==> src/rtl/psm_idxcnt_nd.sv <==
// psm_idxcnt_nd: N-level, N-context index counter for the PSM SRAM port.
// Define PSM_IDXCNT_ND_OUTSHIM_EN to add a second output register stage.
module psm_idxcnt_nd #(
    parameter int IDX_W   = 11,
    parameter int WOFS_W  = 3,
    parameter int ADRC_W  = 8,
    parameter int SRAMC_N = 8,
    parameter int NLVL    = 4,
    parameter int NCTX    = 2,
    parameter int CTX_W   = (NCTX > 1) ? $clog2(NCTX) : 1
) (
    input  logic                    i_clk,
    input  logic                    i_rst,
    input  logic                    i_cnt_en,
    input  logic                    i_cnt_clear,
    input  logic                    i_start,
    input  logic                    i_wr_flag,
    input  logic [CTX_W-1:0]        i_ctx_sel,
    input  logic [NLVL*IDX_W-1:0]   i_lim,
    input  logic [NLVL*IDX_W-1:0]   i_step,
    input  logic [2:0]              i_done_lvl,
    output logic [0:SRAMC_N-1]      o_mask,
    output logic                    o_wr_fifo_pop,
    output logic [ADRC_W-1:0]       o_sram_addr,
    output logic                    o_done,
    output logic                    o_til_done
);

    localparam int SUM_W = IDX_W + $clog2(NLVL);
    localparam int CMP_W = SUM_W + 2;

    logic [IDX_W-1:0]   r_idx [NCTX][NLVL];
    logic               r_trans;

    logic [IDX_W-1:0]   w_idx  [NLVL];
    logic [IDX_W-1:0]   w_lim  [NLVL];
    logic [IDX_W-1:0]   w_step [NLVL];
    logic [IDX_W-1:0]   w_nxt  [NLVL];
    logic [NLVL-1:0]    w_ov;
    logic [NLVL-1:0]    w_adv;

    logic [SUM_W-1:0]   w_sum;
    logic [ADRC_W-1:0]  w_addr;
    logic [CMP_W-1:0]   w_base;
    logic [CMP_W-1:0]   w_lo;
    logic [CMP_W-1:0]   w_row;
    logic [CMP_W-1:0]   w_end_x;
    logic [0:SRAMC_N-1] w_mask;
    logic [2:0]         w_dlvl;
    logic               w_done;
    logic               w_til;
    logic               w_pop;

    // Clear zeroes the view too, so a same-cycle start sees zeroed indices.
    always_comb begin
        w_adv = '0;
        w_ov  = '0;
        for (int j = 0; j < NLVL; j++) begin
            w_lim[j]  = i_lim[j*IDX_W +: IDX_W];
            w_step[j] = i_step[j*IDX_W +: IDX_W];
            w_idx[j]  = i_cnt_clear ? '0 : r_idx[i_ctx_sel][j];
            w_ov[j]   = ({1'b0, w_idx[j]} + {1'b0, w_step[j]})
                        >= {1'b0, w_lim[j]};
            w_nxt[j]  = w_ov[j] ? '0 : w_idx[j] + w_step[j];
        end
        w_adv[0] = i_cnt_en;
        for (int j = 1; j < NLVL; j++) begin
            w_adv[j] = w_adv[j-1] & w_ov[j-1];
        end
    end

    always_ff @(posedge i_clk) begin
        if (i_rst) begin
            for (int c = 0; c < NCTX; c++) begin
                for (int j = 0; j < NLVL; j++) begin
                    r_idx[c][j] <= '0;
                end
            end
        end else if (i_cnt_clear) begin
            for (int j = 0; j < NLVL; j++) begin
                r_idx[i_ctx_sel][j] <= '0;
            end
        end else begin
            for (int j = 0; j < NLVL; j++) begin
                if (w_adv[j]) begin
                    r_idx[i_ctx_sel][j] <= w_nxt[j];
                end
            end
        end
    end

    always_ff @(posedge i_clk) begin
        if (i_rst || i_cnt_clear) begin
            r_trans <= 1'b0;
        end else if (i_cnt_en) begin
            r_trans <= w_ov[0];
        end
    end

    // Row end is kept exclusive so a zero limit yields an empty mask.
    always_comb begin
        w_sum = '0;
        for (int j = 0; j < NLVL; j++) begin
            w_sum = w_sum + SUM_W'(w_idx[j]);
        end
        w_addr  = ADRC_W'(w_sum >> WOFS_W);
        w_base  = CMP_W'({w_sum[SUM_W-1:WOFS_W], {WOFS_W{1'b0}}});
        w_lo    = (r_trans | i_start) ? CMP_W'(w_sum) : w_base;
        w_row   = CMP_W'(w_sum) - CMP_W'(w_idx[0]);
        w_end_x = w_row + CMP_W'(w_lim[0]);
        w_mask  = '0;
        for (int i = 0; i < SRAMC_N; i++) begin
            w_mask[i] = ((w_base + CMP_W'(i)) >= w_lo) &&
                        ((w_base + CMP_W'(i)) <  w_end_x);
        end
    end

    always_comb begin
        w_dlvl = (int'(i_done_lvl) >= NLVL) ? 3'(NLVL - 1) : i_done_lvl;
        w_done = 1'b1;
        for (int j = 0; j < NLVL; j++) begin
            if (j <= int'(w_dlvl)) begin
                w_done = w_done & w_ov[j];
            end
        end
        w_til = &w_ov;
        w_pop = r_trans & i_wr_flag;
    end

    logic [ADRC_W-1:0]  r1_addr;
    logic [0:SRAMC_N-1] r1_mask;
    logic               r1_done;
    logic               r1_til;
    logic               r1_pop;

    always_ff @(posedge i_clk) begin
        if (i_rst || !i_cnt_en || i_cnt_clear) begin
            r1_addr <= '0;
            r1_mask <= '0;
            r1_done <= 1'b0;
            r1_til  <= 1'b0;
            r1_pop  <= 1'b0;
        end else begin
            r1_addr <= w_addr;
            r1_mask <= w_mask;
            r1_done <= w_done;
            r1_til  <= w_til;
            r1_pop  <= w_pop;
        end
    end

    logic [0:SRAMC_N-1] w_mask_q;
    logic               w_done_q;
    logic               w_til_q;
    logic               w_pop_q;

`ifdef PSM_IDXCNT_ND_OUTSHIM_EN
    logic [0:SRAMC_N-1] r2_mask;
    logic               r2_done;
    logic               r2_til;
    logic               r2_pop;

    always_ff @(posedge i_clk) begin
        if (i_rst || !i_cnt_en || i_cnt_clear) begin
            r2_mask <= '0;
            r2_done <= 1'b0;
            r2_til  <= 1'b0;
            r2_pop  <= 1'b0;
        end else begin
            r2_mask <= r1_mask;
            r2_done <= r1_done;
            r2_til  <= r1_til;
            r2_pop  <= r1_pop;
        end
    end

    assign w_mask_q = r2_mask;
    assign w_done_q = r2_done;
    assign w_til_q  = r2_til;
    assign w_pop_q  = r2_pop;
`else
    assign w_mask_q = r1_mask;
    assign w_done_q = r1_done;
    assign w_til_q  = r1_til;
    assign w_pop_q  = r1_pop;
`endif

    assign o_sram_addr   = r1_addr;
    assign o_done        = w_done_q & i_cnt_en;
    assign o_til_done    = w_til_q & i_cnt_en;
    assign o_wr_fifo_pop = w_pop_q;
    assign o_mask = ((!i_cnt_en && !w_done_q) || (i_start && i_wr_flag))
                    ? '0 : w_mask_q;

endmodule

==> config.mk <==
export PLATFORM = sky130hd
export DESIGN_NAME = psm_idxcnt_nd
export DESIGN_NICKNAME = d
export VERILOG_FILES = /design/src/rtl/psm_idxcnt_nd.sv
export SDC_FILE = /design/constraint.sdc
export NUM_CORES = 1
export LEC_CHECK = 0
export CORE_MARGIN = 1
export CORE_UTILIZATION = 45
export CTS_BUF_LIST = sky130_fd_sc_hd__clkbuf_8
export DETAILED_ROUTE_END_ITERATION = 6
export GPL_TIMING_DRIVEN = 0
export PLACE_DENSITY = 0.74
export SKIP_CTS_REPAIR_TIMING = 1
export SYNTH_ARGS = -nofsm -noshare
export SYNTH_HDL_FRONTEND = slang
export SYNTH_SLANG_ARGS = --single-unit
==> constraint.sdc <==
create_clock -name i_clk -period 15 [get_ports i_clk]
set_input_delay 4.5 -clock i_clk [delete_from_list [all_inputs] [get_ports i_clk]]
set_output_delay 4.5 -clock i_clk [all_outputs]
set_load 0.02 [all_outputs]
# After elaboration in Yosys (flattened, before gate mapping)
# Memory sizes are Yosys's and may differ from the RTL's.
# Index checks and enable logic that the tools add are counted.
# classes
addsub,20
n_lt_le_gt_ge,24
mux,42
bitwise,14
n_reduce_logical,18
# ops
op,count
11-bit two-way mux,12
14-bit by 15-bit < comparator with 1-bit output,7
14-bit by 13-bit >= comparator with 1-bit output,7
11-bit by 11-bit adder with 12-bit output,5
13-bit by 3-bit adder with 14-bit output (second input constant),4
12-bit by 11-bit >= comparator with 1-bit output,4
11-bit adder,4
44-bit two-way mux,1
44-bit OR reduction,1
13-bit by 2-bit adder with 14-bit output (second input constant),2
1-bit two-way mux,25
14-bit by 12-bit adder with 15-bit output,1
13-bit by 15-bit < comparator with 1-bit output,1
13-bit by 1-bit adder with 14-bit output (second input constant),1
13-bit by 11-bit subtractor with 14-bit output,1
12-bit by 11-bit adder with 13-bit output,1
13-bit by 11-bit adder with 13-bit output,1
13-bit >= comparator,1
1-bit logical AND,10
1-bit bitwise AND,9
8-bit two-way mux,1
2-bit by 3-bit <= comparator with 1-bit output (first input constant),2
3-bit two-way mux,2
1-bit bitwise OR,5
6 further kinds,10
# totals
register_bits,20
mem_bits_rw,88
in_bits,98
out_inout_bits,19
elab_cells,125
memories,1
# mem_list
memory,depth,word_bits,rd,rd_ports_with_merged_regs,wr,line,rtl
r_idx,2,44,1,0,2,32,logic [IDX_W-1:0] r_idx [NCTX][NLVL];

# Depth between registers and ports, before layout
# An unclocked memory read counts as a cell.
# logic_depth
word_depth,14
mapped_depth,35
ltp_nobuf,33

# Least setup slack after synthesis
# Ideal clock, no wire load.
# synth_timing
kind,in2reg
from,input i_ctx_sel
to,register r1_mask[5] (netlist name)
setup_ps,95
arrival_ps,11856
required_ps,14905
slack_ps,3049
cell_stages,33
path_buffers,3
cell_sequence,buf_1 -> clkbuf_1 -> buf_1 -> mux2i_1 -> nor2_1 -> fa_1 -> inv_1 -> fa_1 -> inv_1 -> fa_1 -> xnor2_1 -> inv_1 -> ha_1 -> a21o_1 -> nand2_1 -> nand2_1 -> or2_2 -> a211oi_1 -> nor2_1 -> ha_1 -> a211oi_1 -> a21o_1 -> nand2b_1 -> xnor2_1 -> ha_1 -> a21o_1 -> a21o_1 -> a21o_1 -> a21o_1 -> a21oi_1 -> nand2_1 -> a21o_1 -> a221oi_1
# synth_via
elab_chain_len,9
word_cells_on_any_way,15
classes_between,add/sub: 6; order compare: 2; mux: 5; reduce/logical: 1; memory: 1
# synth_rtl
item,line,rtl
start: declaration,18,"input logic [CTX_W-1:0] i_ctx_sel,"
memory 2 x 44 bit *,-,
11-bit two-way mux,61,w_idx[j] = i_cnt_clear ? '0 : r_idx[i_ctx_sel][j];
11-bit by 11-bit adder with 12-bit output,104,w_sum = w_sum + SUM_W'(w_idx[j]);
12-bit by 11-bit adder with 13-bit output,104,
13-bit by 11-bit adder with 13-bit output *,104,
via w_lo[3],45,logic [CMP_W-1:0] w_lo;
13-bit by 11-bit subtractor with 14-bit output,109,w_row = CMP_W'(w_sum) - CMP_W'(w_idx[0]);
14-bit by 12-bit adder with 15-bit output,110,w_end_x = w_row + CMP_W'(w_lim[0]);
14-bit by 15-bit < comparator with 1-bit output,114,((w_base + CMP_W'(i)) < w_end_x);
1-bit logical AND *,113,w_mask[i] = ((w_base + CMP_W'(i)) >= w_lo) &&
end signal: assignment,145,r1_mask <= w_mask;
end: declaration,131,logic [0:SRAMC_N-1] r1_mask;
# Mark *: on every way through the listed nets, which the timed path passes. The rest lies on a longest branch.
# A chain may end at the register's enable or synchronous reset.

# Worst setup path after layout
# Ends and elaborated chain as after synthesis.

==> flow_metrics.tcl <==
set metrics [dict create \
    synthCells 1118 \
    dpl_cell_area_um2 11500 \
    clock-sinks 108 \
    place_congestion 0.946 \
    top_usage_layer "met2" \
    fmax_mhz 74.0 \
    grt.total_usage_pct 23.0 \
    synth_top_cell_by_area "edfxtp_1" \
    grt_start_max_net_pins 21 \
    path_clk_slew_ns 0.11 \
    routed_via_density 5.44 \
    ys.flop_type "edfxtp_1" \
    grt-ovfl-total 0 \
    ir_drop_v 0.0000831 \
    synthTopCellsByArea "edfxtp_1, ha_1, inv_1" \
    maxCapViolCount 0 \
    cts_tree "yes" \
    diodes 0 \
    finalNetCount 1505 \
    finalNonFillerCells 1530 \
    num_rows 54 \
    placed_cells 1514 \
    timing.rr.end "r1_mask[5]" \
    reg2reg_depth 31 \
    crit_fanout 10 \
    start_kind "primary input" \
    rsz0062_at_grt "no" \
    grt_use_met2_pct 38.9 \
    ys_seq_area_share_pct 30.6 \
    grt_pass1_vias 7978 \
    final-setup-viol-count 0 \
    final_cell_area_um2 11700 \
    h-tree-depth 3 \
    ant_nets 0 \
    whs_ns 0.571 \
    wl_um 25200 \
    antenna_found_initial 1 \
    area_growth_pct 17.1 \
    total_leakage_power_nw 5.49 \
    p_per_area_nw_per_um2 128 \
    cp.required_ns 15.32 \
    final.min_clock_period_ns 13.51 \
    syn_area_um2 9950 \
    firstDrtPassIters 5 \
    reg2reg_setup_slack_ns 7.40 \
    wl_per_cell_um 16.5 \
    timing.rr.start "r_idx[1][12]" \
    final_max_slew_viol_count 0 \
    critical_path_arrival_ns 13.82 \
    tightestPinTransition_ns 1.06 \
    dieArea_um2 22700 \
    dp_hpwl_um 20800 \
    die_w_um 151 \
    root_buffer "clkbuf_8" \
    synth.net_count 1378 \
    finish.utilization_pct 53.6 \
    drtIter0Drc 668 \
    skew_ns 0.0177 \
    worst_path_max_delay_cell "clkbuf_1" \
    clock_path_buffers 2 \
    report.final.hold_viol_count 0 \
    relSlewSlack_pct 29.4 \
    critPathLaunch "i_ctx_sel" \
    critPathKind "primary input to register" \
    cp-end-kind "register" \
    synth_cell_types 60 \
    met1_usage_pct 30.5 \
    grtUsageMet3_pct 2.88 \
    period_share_pct 90.0 \
    die_y_um 151 \
    avgSynthCellArea_um2 8.90 \
    synth_edf_count 88 \
    start_util_pct 45.7 \
    crit_end "r1_mask[5]" \
    drc 0 \
    cts_buffers 9 \
    status "finished clean" \
    min_path_type "register to register" \
    layout-drive-gt1-share_pct 2.96 \
    io_pins 117 \
    tns_ns 0 \
    ys_ff_latch 108 \
    synth.top_cell.area_share_pct 26.6 \
    async_flop_share_pct 0 \
    vias 8329 \
    slowest_delay_ns 0.72 \
    grt_pass1_wl_um 39800 \
    clk_latency_ns 0.42 \
    port_buffers 116 \
    synth_most_common_cell "inv_1" \
    synth_warnings 0 \
    synth_common_cells "inv_1, nor2_1, ha_1" \
    core_um2 21800 \
]
-- metal layers --
metal  share of wire, %  up-vias  wire [µm]
met5              0.048        -         12
li1                   -     4154          -
met2                 48      250      12000
met4                2.2        2        552
met1                 45     3880      11300
met3                5.1       43       1280
-- cells in the final DEF, fill, tap and decap left out, types with 7 or more instances in the layout --
cell type and n:
a211oi_1 13, a21o_1 30, a21oi_1 62, a31oi_1 10
and2_1 22, and3_1 7, clkbuf_1 23, clkbuf_8 9
clkdlybuf4s50_1 116, dfxtp_1 20, edfxtp_1 88, fa_1 25
ha_1 137, inv_1 165, mux2i_1 45, nand2_1 34
nand2b_1 12, nand3_1 11, nand4_1 10, nor2_1 140
nor2b_1 7, nor3_1 53, o21a_1 14, o21ai_0 50
o21bai_1 10, or2_2 13, xnor2_1 28, xor2_1 27
-- through the flow --
step	power (mW)	setup WS (ns)
2_1_floorplan	1.08	3.05
3_3_place_gp	1.27	1.23
3_5_place_dp	1.30	1.15
4_1_cts	1.48	1.57
5_1_grt	1.61	0.978
6_report	1.49	1.49
-- kinds of logic (layout without fill, tap and decap cells) --
family                     after synthesis  count (layout)  share of synthesized area, %
adders and majority gates              162             162                          22.3
and+or+nand+nor                        324             324                          15.4
AOI/OAI and AO/OA                      231             231                          15.0
buffers and inverters                  193             325                          7.39
xor gates and xnor gates                55              55                          4.84
muxes                                   45              45                          4.53
DFF                                    108             108                          30.6
-- how the worst min path moves through the flow --
stage | start | end | slack (ns) | depth (start not counted)
3_3_place_gp | r_trans | o_wr_fifo_pop | 0.54 | 1
5_1_grt | r_trans | o_wr_fifo_pop | 0.59 | 1
4_1_cts | r_trans | o_wr_fifo_pop | 0.56 | 1
6_report | r_trans | o_wr_fifo_pop | 0.57 | 1
3_5_place_dp | r_trans | o_wr_fifo_pop | 0.54 | 1
2_1_floorplan | r_trans | o_wr_fifo_pop | 0.47 | 1
-- where the power goes --
| part | leakage [nW] | switching, mW | internal, mW |
|---|---|---|---|
| clock | 0.0911 | 0.116 | 0.0640 |
| sequential | 1.09 | 0.00690 | 0.353 |
| combinational | 4.31 | 0.550 | 0.399 |
| total | 5.49 | 0.673 | 0.816 |
-- area by class of cell --
cell class | count | area [µm²]
fillers | 1985 | 10100
repair buffers | 116 | 1160
flip-flops and latches | 108 | 3040
clock buffers | 9 | 124
well taps | 280 | 350
multi-input cells | 817 | 6170
inverters | 165 | 619
plain buffers | 28 | 116
clock inverters | 7 | 66.3
-- state kept, by name, summed over array words and instances, names as in the netlist --
signal         flops
r_idx             88
o_wr_fifo_pop      1
o_sram_addr        8
r_trans            1
r1_til             1
r1_mask            8
r1_done            1
-- critical path, delay by kind of cell --
family	cells	cell delay (ns)
buffers and inverters	7	2.71
AOI/OAI and AO/OA	11	2.52
adders and majority gates	6	2.48
and+or+nand+nor	6	0.82
xor gates and xnor gates	2	0.50
muxes	1	0.27
Note: power is estimated with default switching activity, not from simulation.
